`config.mk`:
```
export PLATFORM = sky130hd
export DESIGN_NAME = seq_alu
export DESIGN_NICKNAME = d
export VERILOG_FILES = /design/src/rtl/seq_alu.sv
export SDC_FILE = /design/constraint.sdc
export NUM_CORES = 1
export LEC_CHECK = 0
export ABC_AREA = 1
export BUFFER_PORTS_ARGS = -buffer_cell sky130_fd_sc_hd__clkbuf_2
export CAP_MARGIN = 40
export CORE_MARGIN = 2
export CORE_UTILIZATION = 35
export CTS_CLUSTER_SIZE = 8
export DETAILED_ROUTE_END_ITERATION = 8
export SYNTH_ARGS = -nofsm -noshare
export SYNTH_HDL_FRONTEND = slang
export SYNTH_SLANG_ARGS = --single-unit
```
`constraint.sdc`:
```
create_clock -name clk -period 4.2 [get_ports clk]
set_input_delay 0.42 -clock clk [delete_from_list [all_inputs] [get_ports clk]]
set_output_delay 0.42 -clock clk [all_outputs]
set_load 0.02 [all_outputs]
```
`src/rtl/seq_alu.sv`:
```
// seq_alu: multi-cycle ALU with valid/ready handshakes on request and result.
//
// Single-cycle ops (add/sub/logic/shift/compare) finish one cycle after they
// are accepted. MULU/MUL use a shift-add loop of WIDTH cycles. DIVU/DIV use a
// restoring divider of WIDTH cycles plus one sign-fixup cycle.
//
// Build option: define SEQ_ALU_DIV_EN to include the divider. When it is not
// defined, the divide codes behave like unlisted codes (single-cycle, Z=0,
// Zhi=0).
//
// Ports:
//   clk        rising-edge clock
//   reset      asynchronous reset, active low
//   in_valid   request valid            in_ready   block idle, will accept
//   A, B       operands                 ALUFun     operation code
//   Sign       signed compare for lt
//   out_valid  result valid             out_ready  consumer takes result
//   Z          primary result           Zhi        high product / remainder
//
// state  | meaning
// -------+-----------------------------------------------------------
// IDLE   | waiting for a request, in_ready=1
// MUL    | shift-add multiply, one multiplier bit per cycle
// DIV    | restoring divide, one quotient bit per cycle
// DFIX   | apply result signs, divide-by-zero and overflow cases
// DONE   | result held on Z/Zhi with out_valid=1 until out_ready
module seq_alu #(
  parameter int WIDTH = 32
) (
  input  logic             clk,
  input  logic             reset,
  input  logic             in_valid,
  output logic             in_ready,
  input  logic [WIDTH-1:0] A,
  input  logic [WIDTH-1:0] B,
  input  logic [5:0]       ALUFun,
  input  logic             Sign,
  output logic             out_valid,
  input  logic             out_ready,
  output logic [WIDTH-1:0] Z,
  output logic [WIDTH-1:0] Zhi
);

  localparam int SHW = $clog2(WIDTH);
  // One extra bit so the counter can be loaded with WIDTH itself.
  localparam int CW  = SHW + 1;

`ifdef SEQ_ALU_DIV_EN
  typedef enum logic [2:0] {S_IDLE, S_MUL, S_DIV, S_DFIX, S_DONE} state_t;
`else
  typedef enum logic [2:0] {S_IDLE, S_MUL, S_DONE} state_t;
`endif

  state_t             state_q;
  logic [CW-1:0]      cnt_q;
  logic [2*WIDTH-1:0] acc_q;
  logic [2*WIDTH-1:0] mcand_q;
  logic [WIDTH-1:0]   opb_q;
  logic               sgn_q;
  logic [WIDTH-1:0]   z_q;
  logic [WIDTH-1:0]   zhi_q;
  logic               in_ready_q;
  logic               out_valid_q;

  assign in_ready  = in_ready_q;
  assign out_valid = out_valid_q;
  assign Z         = z_q;
  assign Zhi       = zhi_q;

  logic [SHW-1:0] sh;
  logic           is_mul;
  assign sh     = A[SHW-1:0];
  assign is_mul = (ALUFun[5:1] == 5'b00100);

  logic [WIDTH-1:0] alu_z;
  always_comb begin
    alu_z = '0;
    case (ALUFun)
      6'b000000: alu_z = A + B;
      6'b000001: alu_z = A - B;
      6'b011000: alu_z = A & B;
      6'b011110: alu_z = A | B;
      6'b010110: alu_z = A ^ B;
      6'b010001: alu_z = ~(A | B);
      6'b011010: alu_z = A;
      6'b100000: alu_z = B << sh;
      6'b100001: alu_z = B >> sh;
      6'b100011: alu_z = WIDTH'($signed(B) >>> sh);
      6'b110011: alu_z[0] = (A == B);
      6'b110001: alu_z[0] = (A != B);
      6'b110101: alu_z[0] = Sign ? ($signed(A) < $signed(B)) : (A < B);
      6'b111101: alu_z[0] = A[WIDTH-1] | (A == '0);
      6'b111011: alu_z[0] = A[WIDTH-1];
      6'b111111: alu_z[0] = ~A[WIDTH-1] & (A != '0);
      default:   alu_z = '0;
    endcase
  end

  // Signed multiply: the multiplicand is sign-extended, and the partial
  // product for the multiplier's sign bit (last iteration) is subtracted.
  logic [2*WIDTH-1:0] mul_pp;
  logic [2*WIDTH-1:0] mul_acc;
  always_comb begin
    mul_pp  = opb_q[0] ? mcand_q : '0;
    mul_acc = (sgn_q && cnt_q == CW'(1)) ? (acc_q - mul_pp) : (acc_q + mul_pp);
  end

`ifdef SEQ_ALU_DIV_EN
  logic [WIDTH-1:0] a_q;
  logic [WIDTH-1:0] b_q;
  logic             is_div;
  logic [WIDTH-1:0] a_mag;
  logic [WIDTH-1:0] b_mag;
  logic [WIDTH:0]   rem_sh;
  logic [WIDTH:0]   trial;
  logic [WIDTH-1:0] rem_nxt;
  logic [WIDTH-1:0] quo_nxt;
  logic [WIDTH-1:0] fix_z;
  logic [WIDTH-1:0] fix_zhi;
  logic [WIDTH-1:0] min_neg;

  assign is_div  = (ALUFun[5:1] == 5'b00101);
  assign min_neg = {1'b1, {(WIDTH-1){1'b0}}};
  // Magnitudes; negating the most negative value yields 2^(WIDTH-1) unsigned.
  assign a_mag   = (ALUFun[0] && A[WIDTH-1]) ? (-A) : A;
  assign b_mag   = (ALUFun[0] && B[WIDTH-1]) ? (-B) : B;

  // Dividend bits shift out of opb_q MSB-first while quotient bits shift in.
  always_comb begin
    rem_sh  = {acc_q[WIDTH-1:0], opb_q[WIDTH-1]};
    trial   = rem_sh - {1'b0, mcand_q[WIDTH-1:0]};
    rem_nxt = trial[WIDTH] ? rem_sh[WIDTH-1:0] : trial[WIDTH-1:0];
    quo_nxt = {opb_q[WIDTH-2:0], ~trial[WIDTH]};
  end

  always_comb begin
    fix_z   = (sgn_q && (a_q[WIDTH-1] ^ b_q[WIDTH-1])) ? (-opb_q) : opb_q;
    fix_zhi = (sgn_q && a_q[WIDTH-1]) ? (-acc_q[WIDTH-1:0]) : acc_q[WIDTH-1:0];
    if (b_q == '0) begin
      fix_z   = '1;
      fix_zhi = a_q;
    end else if (sgn_q && a_q == min_neg && b_q == '1) begin
      fix_z   = a_q;
      fix_zhi = '0;
    end
  end
`endif

  always_ff @(posedge clk or negedge reset) begin
    if (!reset) begin
      state_q     <= S_IDLE;
      cnt_q       <= '0;
      acc_q       <= '0;
      mcand_q     <= '0;
      opb_q       <= '0;
      sgn_q       <= 1'b0;
      z_q         <= '0;
      zhi_q       <= '0;
      in_ready_q  <= 1'b1;
      out_valid_q <= 1'b0;
`ifdef SEQ_ALU_DIV_EN
      a_q         <= '0;
      b_q         <= '0;
`endif
    end else begin
      case (state_q)
        S_IDLE: begin
          if (in_valid) begin
            in_ready_q <= 1'b0;
            sgn_q      <= ALUFun[0];
            if (is_mul) begin
              state_q <= S_MUL;
              cnt_q   <= CW'(WIDTH);
              acc_q   <= '0;
              mcand_q <= ALUFun[0] ? {{WIDTH{A[WIDTH-1]}}, A} : {{WIDTH{1'b0}}, A};
              opb_q   <= B;
            end
`ifdef SEQ_ALU_DIV_EN
            else if (is_div) begin
              state_q <= S_DIV;
              cnt_q   <= CW'(WIDTH);
              acc_q   <= '0;
              mcand_q <= {{WIDTH{1'b0}}, b_mag};
              opb_q   <= a_mag;
              a_q     <= A;
              b_q     <= B;
            end
`endif
            else begin
              state_q     <= S_DONE;
              z_q         <= alu_z;
              zhi_q       <= '0;
              out_valid_q <= 1'b1;
            end
          end
        end
        S_MUL: begin
          acc_q   <= mul_acc;
          mcand_q <= mcand_q << 1;
          opb_q   <= opb_q >> 1;
          cnt_q   <= cnt_q - CW'(1);
          if (cnt_q == CW'(1)) begin
            state_q     <= S_DONE;
            z_q         <= mul_acc[WIDTH-1:0];
            zhi_q       <= mul_acc[2*WIDTH-1:WIDTH];
            out_valid_q <= 1'b1;
          end
        end
`ifdef SEQ_ALU_DIV_EN
        S_DIV: begin
          acc_q[WIDTH-1:0] <= rem_nxt;
          opb_q            <= quo_nxt;
          cnt_q            <= cnt_q - CW'(1);
          if (cnt_q == CW'(1)) state_q <= S_DFIX;
        end
        S_DFIX: begin
          state_q     <= S_DONE;
          z_q         <= fix_z;
          zhi_q       <= fix_zhi;
          out_valid_q <= 1'b1;
        end
`endif
        S_DONE: begin
          if (out_ready) begin
            state_q     <= S_IDLE;
            out_valid_q <= 1'b0;
            in_ready_q  <= 1'b1;
          end
        end
        default: begin
          state_q     <= S_IDLE;
          out_valid_q <= 1'b0;
          in_ready_q  <= 1'b1;
        end
      endcase
    end
  end

endmodule

```
==> out/results.tsv <==
metric	value	unit
outcome	finished, final reports clean	
ios	141	
finClkSkew	0.0391	ns
drtPass1Iterations	6	
cts.clk_slew.worst_paths	0.05	ns
comb_power_share	67.1	%
synth.largest_area_cell	nand2_1	
slew_viol_final	0	
yosys-top-cells-area	nand2_1 22%, dfrtp_1 21%, nand3_1 9.6%	
end_kind	flop	
drc	0	
nets	5257	
netSwitchingPower	11.8	mW
core_area	78900	um^2
rsz0062_at_grt	true	
syn_inst	4888	
port_buffers	140	
met2_usage	52.1	%
critPathKind	flop to flop	
wl	132000	um
clkLatencyLatePin	0.57	ns
synth_cell_types	53	
grt_antenna_before_repair	8	
hold_depth	3	
pwr-share-clk	13.2	%
hold_slack	0.204	ns
ant_nets	0	
grt-ovfl-total	0	
die-area	81900	um^2
grtUsageMet3	3.59	%
power_density	671	nW/um^2
cts.path.max_buffers	3	
drive_gt1_share	10.1	%
grt_busiest_layer	met2	
yosys.area.top_type_share	21.6	%
layout_setup_ws	0.213	ns
rows	103	
hp-class	primary input to flop	
regArea	5880	um^2
grt_pass1_vias	31000	
ys.flop_type	dfrtp_1	
avgSynthCellArea	5.70	um^2
crit_arrival	4.47	ns
setup_viol	0	
vias_per_cell	5.40	
cts_made_buffers	36	
synth-edff-count	0	
startpoint_type	flop	
switching_share	55.5	%
seqPwrFrac	19.7	%
fin_crit_sh	94.9	%
required	4.69	ns
cts_tree	yes	
multiInputGateArea	19200	um^2
synth_warnings	0	
wl_per_cell	21.7	um
area_growth	13.9	%
clock_sinks	235	
grt_max_degree	113	
period_minus_slack	3.99	ns
post-place-ws	-0.0616	ns
gp_congestion	1.01	
max_slew_margin	32.6	%
fin_tns_setup	0	ns
fp.dieW	286	um
met1_usage	39.3	%
p_int	9.48	mW
synthArstFlopShare	100	%
cp_max_fo	6	
syn-num-nets	5128	
dp.cells	6020	
power	21.3	mW
tightest_slew	1.01	ns
leakagePower	16.7	nW
dp_hpwl	108000	um
max_cap_viol_count	0	
cts-root-buf	clkbuf_16	
nFillCells	8956	
die-height	286	um
synth_area	27900	um^2
r2r_cells	24	
yosysSeqAreaShare	21.1	%
num_vias	32900	
hold_viol	0	
ys_ff_latch	235	
htreeDepth	2	
irDropWorstVdd	0.548	mV
grt_usage	31.3	%
drtIter0Drc	3240	
grt_pass1_wl	194000	um
max_freq	251	MHz
fin_cells	6085	
start_util	35.3	%
cells in the final DEF, fill, tap and decap left out, types with 5 or more instances in the layout:
master,synthesis,layout
o211ai_1,47,47
nor3_1,45,40
nand2_2,19,28
nand3b_1,22,22
o21bai_1,21,20
o21ai_1,11,26
clkbuf_16,0,36
inv_1,630,628
or2_2,7,7
buf_12,0,12
ha_1,162,144
inv_2,21,22
clkbuf_1,100,8
a21oi_1,232,220
nand4_1,77,77
a211oi_1,5,5
a21o_1,5,5
xnor2_1,13,13
o21a_1,5,5
nor2_4,9,15
nand2_4,6,6
nor2_1,553,522
nand3_2,5,10
dfrtp_1,234,233
o22ai_1,23,23
nor2_2,11,36
clkbuf_2,0,139
ha_2,0,12
and2_1,15,15
xor2_1,47,43
nand2_1,1600,1591
a31oi_1,70,70
nor4_1,12,10
nor3_2,8,11
ha_4,0,6
a21oi_2,4,15
nand3_1,537,531
o21ai_0,223,207
buf_4,4,117
worst max-delay path, stage by stage (launching register included):
cell     delay (ns)
dfrtp_2        0.43
nand2_1        0.12
ha_2           0.20
nand3_2        0.09
nor2_2         0.12
nand3_2        0.12
nor2_4         0.13
nand2_4        0.08
nor2_4         0.09
buf_4          0.17
a21oi_1        0.09
xor2_1         0.16
inv_1          0.09
ha_1           0.35
a21oi_1        0.19
o21ai_0        0.18
a21oi_1        0.27
inv_1          0.06
a21oi_1        0.17
nand2_1        0.17
nand2_1        0.10
nand3_1        0.13
nand2_1        0.16
inv_1          0.06
a21oi_1        0.15
per-layer routing:
| metal | share of wire (%) | wire, um |
|---|---|---|
| met5 | 0.037 | 49 |
| met1 | 41 | 53900 |
| met2 | 46 | 60700 |
| met4 | 6.6 | 8710 |
| met3 | 6.8 | 9020 |
synth_stat cells (9+ instances only):
cell type / instances
a21oi_1: 232
a31oi_1: 70
and2_1: 15
buf_1: 19
buf_2: 56
clkbuf_1: 100
dfrtp_1: 234
ha_1: 162
inv_1: 630
inv_2: 21
nand2_1: 1600
nand2_2: 19
nand3_1: 537
nand3b_1: 22
nand4_1: 77
nor2_1: 553
nor2_2: 11
nor2_4: 9
nor3_1: 45
nor4_1: 12
o211ai_1: 47
o21ai_0: 223
o21ai_1: 11
o21bai_1: 21
o22ai_1: 23
xnor2_1: 13
xor2_1: 47
cell type report:
| type | instances | area share (%) |
|---|---|---|
| Timing Repair Buffer | 274 | 5.95 |
| Tap cell | 1050 | 4.14 |
| Clock buffer | 48 | 3.11 |
| Clock inverter | 4 | 0.158 |
| Sequential cell | 235 | 18.5 |
| Multi-Input combinational cell | 3818 | 60.3 |
| Inverter | 652 | 7.73 |
| Antenna cell | 4 | 0.0315 |
worst paths after layout:
kind	slack [ns]	endpoint	start
min in group asynchronous	0.49	acc_q[12]	reset
max	0.21	Z[29]	opb_q[0]
min reg2reg	0.48	Zhi[19]	Zhi[19]
max in group asynchronous	2.77	acc_q[47]	reset
min	0.20	state_q[1]	out_ready
max reg2reg	0.21	Z[29]	opb_q[0]
timing repair:
item / 4_1_cts / 5_1_grt
setup endpoints to repair: 4 / 71
hold buffers: 1 / 0
buffers inserted: 0 / 8
hold endpoints to repair: 90 / 0
resized for setup: 1 / 118
pin swaps: 0 / 15
state kept, by name, indices dropped and copies added, names as in the netlist:
name       cells
acc_q         64
mcand_q       64
Z             32
Zhi           32
opb_q         32
cnt_q          6
state_q        2
in_ready       1
out_valid      1
sgn_q          1
power by group through the flow:
stage	logic, mW	clock network [mW]	registers, mW
floorplan	9.08	0	4.20
global placement	13.5	0	4.21
finish	14.3	2.81	4.20
detailed placement	13.6	0	4.20
CTS	13.6	2.88	4.19
global route	15.8	2.95	4.32
metrics by stage:
step / cell area, um^2 / utilization, %
floorplan: 27900 / -
global placement: 30200 / 38.3
detailed placement: 30200 / 38.3
CTS: 31300 / 39.6
global route: 31700 / 40.2
finish: 31700 / 40.2
cells by family after synthesis:
family / count (synthesis) / synth area share [%]
buf+inv: 835 / 11.7
simple gates: 2933 / 44.5
fa+ha+maj: 165 / 7.49
compound gates: 660 / 13.3
xor+xnor: 60 / 1.89
flops: 235 / 21.1
Note: power is estimated with default switching activity, not from simulation.
